## config.mk

```make
export PLATFORM = sky130hd
export DESIGN_NAME = cv32e40px_irq_pender
export DESIGN_NICKNAME = d
export VERILOG_FILES = /design/src/rtl/cv32e40px_irq_pender.sv
export SDC_FILE = /design/constraint.sdc
export NUM_CORES = 1
export LEC_CHECK = 0
export BUFFER_PORTS_ARGS = -buffer_cell sky130_fd_sc_hd__buf_4
export CAP_MARGIN = 40
export CORE_ASPECT_RATIO = 1.25
export CORE_MARGIN = 2
export CORE_UTILIZATION = 45
export DETAILED_ROUTE_END_ITERATION = 10
export PLACE_DENSITY = 0.88
export SLEW_MARGIN = 20
export SYNTH_ARGS = -nofsm -noshare
export SYNTH_HDL_FRONTEND = slang
export SYNTH_SLANG_ARGS = --single-unit
```

## constraint.sdc

```tcl
create_clock -name clk -period 1.4 [get_ports clk]
set_input_delay 0.21 -clock clk [delete_from_list [all_inputs] [get_ports clk]]
set_output_delay 0.21 -clock clk [all_outputs]
set_load 0.05 [all_outputs]
```

## src/rtl/cv32e40px_irq_pender.sv

```systemverilog
// rtl/cv32e40px_irq_pender.sv - interrupt source synchronizer, edge latching and pending/overflow tracking
// Optional 2-stage input synchronizer selected by CV32E40PX_IRQ_SYNC_EN.
module cv32e40px_irq_pender #(
   parameter logic [31:0] EDGE_MASK = 32'hFFFF_0000
) (
   input  logic        clk,
   input  logic        rst_n,
   input  logic [31:0] irq_src_i,
   input  logic        irq_ack_i,
   input  logic [4:0]  irq_id_i,
   input  logic [31:0] sw_clr_i,
   output logic [31:0] irq_o,
   output logic [31:0] irq_ovf_o
);

   logic [31:0] sync_q;
   logic [31:0] prev_q, prev_d;
   logic [31:0] pend_q, pend_d;
   logic [31:0] ovf_q,  ovf_d;
   logic [31:0] edge_det;
   logic [31:0] ack_vec;
   logic [31:0] clr_vec;

`ifdef CV32E40PX_IRQ_SYNC_EN
   logic [31:0] meta_q, meta_d;
   logic [31:0] sync_d;

   always_comb begin
      meta_d = irq_src_i;
      sync_d = meta_q;
   end

   always_ff @(posedge clk or negedge rst_n) begin
      if (!rst_n) begin
         meta_q <= '0;
         sync_q <= '0;
      end else begin
         meta_q <= meta_d;
         sync_q <= sync_d;
      end
   end
`else
   assign sync_q = irq_src_i;
`endif

   // A new edge always wins over a same-cycle clear so no interrupt is lost;
   // overflow is only flagged when the edge lands on a pending bit that is not being cleared.
   always_comb begin
      prev_d   = sync_q;
      ack_vec  = irq_ack_i ? (32'd1 << irq_id_i) : 32'd0;
      clr_vec  = ack_vec | sw_clr_i;
      edge_det = sync_q & ~prev_q & EDGE_MASK;
      pend_d   = (edge_det | (pend_q & ~clr_vec)) & EDGE_MASK;
      ovf_d    = ((edge_det & pend_q & ~clr_vec) | (ovf_q & ~sw_clr_i)) & EDGE_MASK;
   end

   always_ff @(posedge clk or negedge rst_n) begin
      if (!rst_n) begin
         prev_q <= '0;
         pend_q <= '0;
         ovf_q  <= '0;
      end else begin
         prev_q <= prev_d;
         pend_q <= pend_d;
         ovf_q  <= ovf_d;
      end
   end

   assign irq_o     = (pend_q & EDGE_MASK) | (sync_q & ~EDGE_MASK);
   assign irq_ovf_o = ovf_q;

endmodule

```

After elaboration in Yosys (flattened, before gate mapping) --
Cells that the tools add are included.
Word-level totals: register bits after elaboration 64, input bits 72, output and inout bits 64, logic and storage cells 17
Cells by class: shifts and indexed selects 1, muxes and demuxes 1, bitwise gates (word level) 12
Operators by type and width (number):
- AND 32 bit | 5
- inverter 32 bit | 3
- OR 32 bit | 3
- 2-to-1 mux 32 bit | 1
- OR 32 x 16 -> 32 bit | 1
- << shifter 1 x 5 -> 32 bit, first input constant | 1

Logic depth before layout (Yosys ltp) --
word-level depth 6, gate-level depth with buffers 4, gate-level depth less buffers 3

Worst setup path after synthesis --
OpenSTA, ideal clock, no wires.
path type reg2reg, from reg pend_q[16], to reg ovf_q[16] (netlist: irq_ovf_o[16]), setup time 0.078 ns, data arrival time 0.935 ns, required time 1.322 ns, slack 0.387 ns, stages on the path, launching flop included 3, path buffers 0, clock period less this slack 1.013 ns, path through dfrtp_1 o2111ai_1 a21oi_1
Between the ends: word-level cells in the longest chain between the ends 3
RTL lines:
- start: declaration | RTL line 18 | logic [31:0] pend_q, pend_d;
- start signal: assignment | RTL line 64 | pend_q <= pend_d;
- AND 32 bit (2 in a row) | RTL line 54 | ovf_d = ((edge_det & pend_q & ~clr_vec) | (ovf_q & ~sw_clr_i)) & EDGE_MASK;
- OR 32 bit | RTL line 54
- via ovf_d[16] | RTL line 19 | logic [31:0] ovf_q, ovf_d;
- end signal: assignment | RTL line 65 | ovf_q <= ovf_d;
- end: declaration | RTL line 19
The timed path passes the listed nets, and every way through them passes these cells.

Final worst setup path --
from reg pend_q[31], to out irq_o[31]
Between the ends: word-level cells in the longest chain between the ends 1
RTL lines:
- OR 32 x 16 -> 32 bit | RTL line 69 | assign irq_o = (pend_q & EDGE_MASK) | (sync_q & ~EDGE_MASK);
- end: declaration | RTL line 12 | output logic [31:0] irq_o,
No other way between the ends.

==> impl_metrics.yaml <==
run_status:
  status: "completed"
sta:
  finalCritPeriodShare: 0.799
  timing.fmax_ghz: 0.894
  finalSetupViolCount: 0
  finalHoldViolations: 0
  rsz0062_at_grt: "no"
  maxSlewHeadroom: 0.606
  skew_ps: 3.15
  tns_ps: 0
  min_period_ps: 1120
  worstMarginPinSlew_ps: 591
  maxSlewViolCount: 0
global_route:
  grt_max_degree: 49
  grt_first_pass_wirelength_mm: 7.19
  grt-ovfl-total: 0
  antenna_found_initial: 0
  grtUsageTotal: 0.180
  grt_pass1_vias: 1599
place:
  hpwl_mm: 3.29
  io_buffers: 71
  finalWeightedCongestion: 0.796
layout:
  n_fill_cell: 410
  antenna_cells: 0
  synthToLayoutAreaGrowth_pct: 25.5
  drive_above_1_share: 0.324
  nets: 321
yosys:
  synth-main-ff-cell: "dfrtp_1"
  synthTopCellsByArea: "dfrtp_1 (58%), buf_4 (12%), o2111ai_1 (6.8%)"
  synth.most_common_cell: "dfrtp_1"
  synthTopCellsByCount: "dfrtp_1 (48), buf_4 (32), inv_1 (32)"
  synth.avg_cell_area_um2: 11.1
  yosysWarningCount: 0
  synth_edf_count: 0
  synth_cell_types: 17
  yosysTopAreaCell: "dfrtp_1"
  synth-seq-area-share: 0.579
  ys_ff_latch: 48
  synthCells: 187
  async_flop_share: 1.00
  yosysTopAreaCellShare: 0.579
  syn-cell-area_um2: 2070
worst_setup_path:
  cp_data_required_time_ps: 1190
  path_delay_family: "flip-flops"
  arrival_ps: 910
  worstPathCellList: "buf_4"
  cp-end-kind: "primary output"
  worstSetupStartpointType: "register"
  worstPathMaxFanout: 3
  cp_num_buf_inv: 1
  critPathMaxStageDelay_ps: 420
  slowest_stage: "dfrtp_1"
  criticalPathCategory: "reg2out"
drt:
  drt.antenna.violating_nets: 0
  avgRoutedWirePerCell_um: 14.3
  drcViolationCount: 0
  dr_total_vias: 1526
  drt_iter0_markers: 91
  drt-pass1-iter-count: 4
  viasPerCell: 4.95
  drt-total-wl_mm: 4.40
min_path:
  hp-class: "in2reg"
flow_run:
  maxCapViolCount: 0
floorplanning:
  start_util: 0.469
  coreArea_um2: 4430
  io_pins: 136
  rows: 27
  die_area_um2: 5170
  dieWidth_um: 64.7
  die_h_um: 79.9
clocking:
  cts_max_level: 2
  clkTransAtPathRegs_ps: 80
  cts_buffer_depth: 2
  clkLatencyLatePin_ps: 290
  cts_tree: "done"
  numCtsBuffers: 5
  cts_resized: 0
  clock_sinks: 48
  ctsRootBufferMaster: "clkbuf_8"
pwr:
  irDropWorstVdd_v: 0.000643
  power-per-cell-area_nw_per_um2: 1170
  finalPower_mw: 3.06
  p_leak_nw: 1.26
-- power breakdown --
| group | total, mW | switching [mW] | leakage, nW | internal [mW] |
|---|---|---|---|---|
| Clock | 0.825 | 0.431 | 0.0510 | 0.394 |
| Sequential | 1.53 | 0.0524 | 0.599 | 1.47 |
| Combinational | 0.708 | 0.496 | 0.612 | 0.212 |
| Total | 3.06 | 0.979 | 1.26 | 2.08 |
-- kinds of logic after synthesis --
logic type      share of synthesized area
buf+inv                             0.179
compound gates                      0.212
flops                               0.579
simple gates                       0.0284
other cells                       0.00181
-- worst register-to-register path, stage by stage, from the launching register on --
cell	delay (ps)
dfrtp_1	370
inv_1	70
o2111ai_1	130
a21oi_1	160
-- final timing paths --
check                                        startpoint                 endpoint  slack, ps  cells past startpoint
worst max register to register     prev_q[31]$_DFF_PN0_  irq_ovf_o[31]$_DFF_PN0_        600                      3
worst min register to register  irq_ovf_o[24]$_DFF_PN0_  irq_ovf_o[24]$_DFF_PN0_        510                      2
min in group asynchronous                         rst_n     prev_q[31]$_DFF_PN0_        480                      2
worst min-delay path                      irq_src_i[27]     prev_q[27]$_DFF_PN0_         40                      1
max in group asynchronous                         rst_n     pend_q[20]$_DFF_PN0_        520                      2
worst max-delay path               pend_q[31]$_DFF_PN0_                irq_o[31]        280                      1
-- layer usage --
metal  part of all wire  global-route usage
met4             0.0086              0.0766
met2               0.52               0.308
met3              0.068              0.0437
met5                  0                   0
met1               0.40               0.215
-- what timing repair did --
item | CTS | global route
hold buffers | 1 | 0
buffers inserted | 0 | 0
endpoints found under the hold margin | 48 | 0
-- layout make-up --
class                   instances  area, um2  area share
inverters                      32        120      0.0461
clock inverters                 2       10.0     0.00384
clock buffers                   6       82.6      0.0317
multi-input cells              88        559       0.215
well taps                      58       72.6      0.0279
repair buffers                 74        558       0.214
flip-flops and latches         48       1200       0.461
-- state kept, by name (all words and copies together) (netlist names) --
name / cells
prev_q: 16
pend_q: 16
irq_ovf_o: 16
-- cells in the final DEF (no fill, tap or decap) --
cell,synthesis,routed
buf_4,32,73
dfrtp_1,48,48
inv_1,32,32
o21ai_0,16,16
o2bb2ai_1,16,16
o2111ai_1,16,16
a21oi_1,16,16
conb_1,1,16
clkbuf_8,0,6
nand4b_1,2,2
clkinv_2,0,2
or2b_1,1,1
nand4_1,1,1
nand2_1,1,1
nand2b_1,1,1
or2_1,1,1
nand4bb_1,1,1
dlygate4sd3_1,0,1
-- per-stage QoR --
| stage | cell area, um2 | instances | hold WS (ps) | worst slack, ps | util |
|---|---|---|---|---|---|
| 2_1_floorplan | 2130 | 202 | -85.6 | 387 | - |
| 3_3_place_gp | 2500 | 299 | 264 | 140 | 0.565 |
| 3_5_place_dp | 2500 | 299 | 260 | 103 | 0.565 |
| 4_1_cts | 2600 | 308 | 29.7 | 273 | 0.588 |
| 5_1_grt | 2600 | 308 | 24.3 | 247 | 0.588 |
| 6_report | 2600 | 308 | 39.6 | 281 | 0.588 |
Note: power is estimated with default switching activity, not from simulation.
